`config.mk`:
```
export PLATFORM = sky130hd
export DESIGN_NAME = lif_neuron_array
export DESIGN_NICKNAME = d
export VERILOG_FILES = /design/src/rtl/lif_neuron_array.sv
export SDC_FILE = /design/constraint.sdc
export NUM_CORES = 1
export LEC_CHECK = 0
export ABC_AREA = 1
export ABC_CLOCK_PERIOD_IN_PS = 2900
export CAP_MARGIN = 10
export CORE_MARGIN = 4
export CORE_UTILIZATION = 55
export DETAILED_ROUTE_END_ITERATION = 7
export PLACE_DENSITY = 0.82
export SLEW_MARGIN = 20
export SYNTH_ARGS = -nofsm -noshare
export SYNTH_HDL_FRONTEND = slang
export SYNTH_SLANG_ARGS = --single-unit
```
`constraint.sdc`:
```
create_clock -name clk -period 2.9 [get_ports clk]
set_input_delay 0.58 -clock clk [delete_from_list [all_inputs] [get_ports clk]]
set_output_delay 0.58 -clock clk [all_outputs]
set_load 0.1 [all_outputs]
```
`src/rtl/lif_neuron_array.sv`:
```
// Array of N_CH leaky integrate-and-fire neurons, one lif_neuron_lane per channel.
// Define REFRACTORY_EN to build the per-channel refractory mode and rc counter.
module lif_neuron_lane #(
   parameter int WIDTH      = 8,
   parameter int THRESHOLD  = 200,
   parameter int LEAK_SHIFT = 3,
   parameter int REFRACT    = 4
) (
   input  logic             clk,
   input  logic             reset,
   input  logic             en,
   input  logic [WIDTH-1:0] syn_i,
   output logic [WIDTH-1:0] v_o,
   output logic             spike_o
);
   localparam logic [WIDTH-1:0] THR = WIDTH'(THRESHOLD);

   logic [WIDTH-1:0] v_q, v_d;
   logic             spike_q, spike_d;
   logic [WIDTH:0]   sum;
   logic [WIDTH-1:0] sat;
   logic             fire, integ;

   // One spare bit holds the worst case (2^WIDTH-1) + (2^WIDTH-1); leak never underflows.
   assign sum  = {1'b0, v_q} - {1'b0, v_q >> LEAK_SHIFT} + {1'b0, syn_i};
   assign sat  = sum[WIDTH] ? '1 : sum[WIDTH-1:0];
   assign fire = (sat >= THR);

`ifdef REFRACTORY_EN
   typedef enum logic {INTEGRATE, REFRACTORY} mode_e;
   localparam logic [7:0] RC_INIT = 8'(REFRACT);

   mode_e      mode_q, mode_d;
   logic [7:0] rc_q, rc_d;

   always_ff @(posedge clk or posedge reset) begin
      if (reset) begin
         mode_q <= INTEGRATE;
         rc_q   <= 8'd0;
      end else begin
         mode_q <= mode_d;
         rc_q   <= rc_d;
      end
   end

   // Leaving REFRACTORY happens on the edge rc hits 0; the next enabled edge integrates.
   always_comb begin
      mode_d = mode_q;
      rc_d   = rc_q;
      if (en) begin
         case (mode_q)
            INTEGRATE: begin
               if (fire) begin
                  mode_d = REFRACTORY;
                  rc_d   = RC_INIT;
               end
            end
            REFRACTORY: begin
               rc_d = rc_q - 8'd1;
               if (rc_q == 8'd1) mode_d = INTEGRATE;
            end
            default: mode_d = INTEGRATE;
         endcase
      end
   end

   assign integ = (mode_q == INTEGRATE);
`else
   assign integ = 1'b1;
`endif

   always_ff @(posedge clk or posedge reset) begin
      if (reset) begin
         v_q     <= '0;
         spike_q <= 1'b0;
      end else begin
         v_q     <= v_d;
         spike_q <= spike_d;
      end
   end

   always_comb begin
      v_d     = v_q;
      spike_d = 1'b0;
      if (en) begin
         if (!integ) begin
            v_d = '0;
         end else if (fire) begin
            v_d     = '0;
            spike_d = 1'b1;
         end else begin
            v_d = sat;
         end
      end
   end

   assign v_o     = v_q;
   assign spike_o = spike_q;
endmodule

module lif_neuron_array #(
   parameter int WIDTH      = 8,
   parameter int N_CH       = 4,
   parameter int THRESHOLD  = 200,
   parameter int LEAK_SHIFT = 3,
   parameter int REFRACT    = 4
) (
   input  logic                  clk,
   input  logic                  reset,
   input  logic                  en,
   input  logic [N_CH*WIDTH-1:0] I_syn,
   output logic [N_CH*WIDTH-1:0] V_mem,
   output logic [N_CH-1:0]       spike
);
   logic [N_CH-1:0][WIDTH-1:0] syn, vm;

   assign syn   = I_syn;
   assign V_mem = vm;

   for (genvar k = 0; k < N_CH; k++) begin : g_lane
      lif_neuron_lane #(
         .WIDTH(WIDTH), .THRESHOLD(THRESHOLD), .LEAK_SHIFT(LEAK_SHIFT), .REFRACT(REFRACT)
      ) u_lane (
         .clk    (clk),
         .reset  (reset),
         .en     (en),
         .syn_i  (syn[k]),
         .v_o    (vm[k]),
         .spike_o(spike[k])
      );
   end
endmodule

```
# Word level (Yosys, flattened, before mapping)
# Index checks and enable logic that the tools add are counted.
[word_totals]
output_inout_bits = 36
reg_bits = 36
word_cells = 36
inputBits = 35
[classes]
add_sub_neg = 8
n_lt_le_gt_ge = 4
n_mux = 16
[ops]
columns = ["op", "count"]
rows = [
  ["$mux W8", 8],
  ["$add A9 B8 Y9", 4],
  ["$sub A8 B5 Y9", 4],
  ["$ge A8 B8 Y1 const B", 4],
  ["$mux W1", 8],
]

# Logic depth before layout (Yosys ltp)
[depth]
word_depth = 6
mapped_depth = 17
ltp_nobuf = 17

# Cells and area by module
# Synthesis repeated with hierarchy kept, for this count alone.
[unflattened]
hier_cells = 681
area_unflattened_um2 = 4730.8
[modules_own_cells]
columns = ["module", "n_inst", "area_each_um2", "cells_per_inst", "seq_area_each_um2"]
rows = [
  ["lif_neuron_lane (g_lane[2].u_lane ...)", 2, 1219.9, 174, 225.2],
  ["lif_neuron_lane (g_lane[0].u_lane)", 1, 1158.6, 159, 225.2],
  ["lif_neuron_lane (g_lane[1].u_lane)", 1, 1132.3, 174, 225.2],
]

# Worst setup path before layout
# OpenSTA, ideal clock, no wires.
[synth_path]
kind = "register to register"
start = "reg g_lane[0].u_lane.v_q[1]"
end = "reg g_lane[0].u_lane.v_q[5]"
arrival_ns = 2.940
stages_incl_launch_ff = 17
path_slack_ns = -0.165
required_time_ns = 2.775
setup_ns = 0.125
path_buffers = 0
synth_period_minus_slack_ns = 3.065
path_cell_list = "dfrtp_1 > inv_1 > fa_1 > inv_1 > fa_1 > nand2_1 > inv_1 > nand2_1 > nand2_2 > nand2_2 > nand2_1 > nand2_1 > nand2_2 > nand3_1 > nand2_1 > nor2_4 > nor2_1"
[synth_between]
elab_chain_cells = 5
[synth_rtl]
columns = ["element", "line", "source"]
rows = [
  ["start, declared", "18", "logic [WIDTH-1:0] v_q, v_d;"],
  ["start signal, assigned", "77", "v_q <= v_d;"],
  ["$sub A8 B5 Y9 *", "25", "assign sum = {1'b0, v_q} - {1'b0, v_q >> LEAK_SHIFT} + {1'b0, syn_i};"],
  ["$add A9 B8 Y9 *", "25", ""],
  ["$mux W8 *", "26", "assign sat = sum[WIDTH] ? '1 : sum[WIDTH-1:0];"],
  ["$ge A8 B8 Y1", "27", "assign fire = (sat >= THR);"],
  ["$mux W8 *", "88", "end else if (fire) begin"],
]
# Mark *: on every way between the ends. The rest lies on a longest branch, timed or not.
# A chain may end at the register's enable or synchronous reset.

# Final worst setup path
[layout_path]
start = "in I_syn[26]"
end = "reg g_lane[3].u_lane.v_q[1]"
[layout_between]
elab_chain_cells = 4
[layout_rtl]
columns = ["element", "line", "source"]
rows = [
  ["start, declared", "111", "input logic [N_CH*WIDTH-1:0] I_syn,"],
  ["$add A9 B8 Y9 *", "25", ""],
  ["$mux W8 *", "26", ""],
  ["$ge A8 B8 Y1", "27", ""],
  ["$mux W8 *", "88", ""],
  ["end signal, assigned", "77", ""],
  ["end, declared", "18", ""],
]
# Marked as above.

==> impl_metrics.json <==
{
  "worst_slack_ns": 0.0648,
  "r2r-start": "g_lane[0].u_lane.v_o[4]",
  "outcome": "completed",
  "core_um2": 7450,
  "grt.total_usage_pct": 22.0,
  "gp_congestion": 0.842,
  "grt_antenna_before_repair": 0,
  "antennaDiodeCount": 0,
  "mostFrequentLayoutCell": "inv_1",
  "die_x_um": 96.5,
  "hold_violations": 0,
  "syn_inst": 669,
  "max_freq_mhz": 353,
  "fin_crit_sh_pct": 97.8,
  "wire_per_inst_um": 11.8,
  "worstSetupEndpointType": "register",
  "drtIter0Drc": 98,
  "drc": 0,
  "grt_pass1_wl_um": 16500,
  "yosysTopAreaCell": "dfrtp_1",
  "ys_types": 30,
  "ys_ff_latch": 36,
  "grt_max_degree": 37,
  "r2r_slack_ns": 0.37,
  "final_cell_mix": "186 x inv_1, 160 x nand2_1, 67 x buf_4",
  "yosysSeqAreaShare_pct": 20.9,
  "clkLatencyLatePin_ns": 0.29,
  "startpoint_type": "input port",
  "htreeDepth": 2,
  "design.die.area_um2": 9300,
  "critPathArrivalTime_ns": 3.05,
  "r2r-end": "g_lane[0].u_lane.v_o[4]",
  "grt_setup_unrepaired": "true",
  "criticalPathCategory": "in2reg",
  "overflow": 0,
  "finish.instance_area_um2": 5650,
  "synth_top_area_share_pct": 20.9,
  "syn_area_um2": 4300,
  "min_path_cells": 2,
  "cap_violations": 0,
  "ff2ff_path_depth": 14,
  "area_delta_synth_final_pct": 31.3,
  "cts_made_buffers": 5,
  "fin_nets": 869,
  "place_area_um2": 5210,
  "vias_per_cell": 4.85,
  "wl_um": 10200,
  "numPortBuffers": 70,
  "place_ws_ns": -0.346,
  "ys.warnings.count": 0,
  "path_max_fanout": 5,
  "clock-sinks": 36,
  "syn_area_per_cell_um2": 6.43,
  "clk_path_buf_depth": 2,
  "fin_worst_skew_ns": 0.0119,
  "cts-root-buf": "clkbuf_8",
  "cts_tree": "yes",
  "hold_class": "reg2reg",
  "fin_util_pct": 75.9,
  "ctsHoldBuffers": 0,
  "synth_nets": 772,
  "antenna_left": 0,
  "grt_pass1_vias": 4054,
  "num_vias": 4202,
  "period_needed_ns": 2.84,
  "initial_core_util_pct": 57.8,
  "dp_hpwl_um": 8020,
  "io_pins": 71,
  "drv_slew": 0,
  "critical_path_required_ns": 3.12,
  "tightest_slew_ns": 0.703,
  "drtPass1Iterations": 4,
  "hold_end": "g_lane[1].u_lane.v_o[1]",
  "fillerInstances": 592,
  "synth_area_leaders": "dfrtp_1 21%, inv_1 17%, nand2_1 17%",
  "drive_gt1_share_pct": 24.1,
  "crit_path_start": "I_syn[26]",
  "rows": 31,
  "hold_start": "g_lane[1].u_lane.v_o[1]",
  "die_h_um": 96.5,
  "setup_viol": 0,
  "clk_pin_slew_ns": 0.07,
  "maxSlewHeadroom_pct": 53.1
}
-- routing by layer --
layer	up-vias	routed length (um)	global-route usage [%]
met5	-	0	0
met4	0	174	4.79
met3	16	504	3.18
met2	111	5210	41.0
met1	1930	4320	26.9
li1	2145	-	-
-- critical path: stages --
cell             delay, ns
clkdlybuf4s50_1       0.45
inv_1                 0.05
fa_1                  0.53
inv_1                 0.04
ha_1                  0.34
a21oi_1               0.18
nand2_2               0.11
xor2_1                0.18
nor2_1                0.22
nand3_4               0.12
nand3_4               0.12
nand2_1               0.06
nand2_1               0.06
-- logic make-up after synthesis --
kind of cell / after synthesis / synth area share, %
xor gates and xnor gates: 7 / 1.42
adders and majority gates: 68 / 23.3
DFF: 36 / 20.9
AOI/OAI and AO/OA: 44 / 5.58
and+or+nand+nor: 304 / 30.1
buffers and inverters: 210 / 18.7
-- how the worst max path moves through the flow --
stage	slack, ns	end
3_5_place_dp	-0.35	g_lane[1].u_lane.v_o[2]
2_1_floorplan	0.0007	g_lane[0].u_lane.v_o[5]
3_3_place_gp	-0.25	g_lane[1].u_lane.v_o[6]
4_1_cts	-0.007	g_lane[1].u_lane.v_o[5]
5_1_grt	-0.06	g_lane[3].u_lane.v_o[5]
6_report	0.06	g_lane[3].u_lane.v_o[1]
-- flip-flops by register name, indices dropped and copies added (netlist names) --
name	flops
g_lane.u_lane.v_o	32
g_lane.u_lane.spike_o	4
-- repair_timing --
action | CTS | global route
pin swaps | 1 | 50
endpoints found under the hold margin | 0 | 0
gates resized for setup | 6 | 93
setup endpoints to repair | 7 | 36
setup buffers | 0 | 2
-- cell usage after synthesis --
library cell	count
a21oi_1	14
a21oi_2	3
buf_1	2
buf_2	1
buf_4	4
clkbuf_1	4
dfrtp_1	36
fa_1	20
ha_1	48
inv_1	197
inv_2	2
nand2_1	191
nand2_2	8
nand2_4	1
nand3_1	38
nand3_2	2
nand3b_1	6
nand4_1	4
nor2_1	44
nor2_2	4
nor2_4	2
o21a_1	1
o21ai_0	23
o21bai_1	2
o22ai_1	1
or2_0	1
or2_1	2
or2_2	1
xnor2_1	4
xor2_1	3
-- stage by stage --
step,TNS [ns],hold WS (ns),cells
after floorplan,0,0.746,669
after global placement,-7.74,0.489,856
after detailed placement,-9.98,0.507,856
after CTS,-0.00674,0.523,864
after global routing,-0.458,0.561,866
final,0,0.524,866
-- area by class of cell --
type / instances / area (um^2) / share of cell area (%)
multi-input cells: 423 / 2930 / 51.8
well taps: 99 / 124 / 2.19
repair buffers: 101 / 848 / 15.0
inverters: 199 / 747 / 13.2
clock inverters: 3 / 18.8 / 0.332
flip-flops and latches: 36 / 915 / 16.2
clock buffers: 5 / 68.8 / 1.22
Power is not shown: default switching activity piles up to over one toggle a cycle in this logic, so the estimate is an artifact.
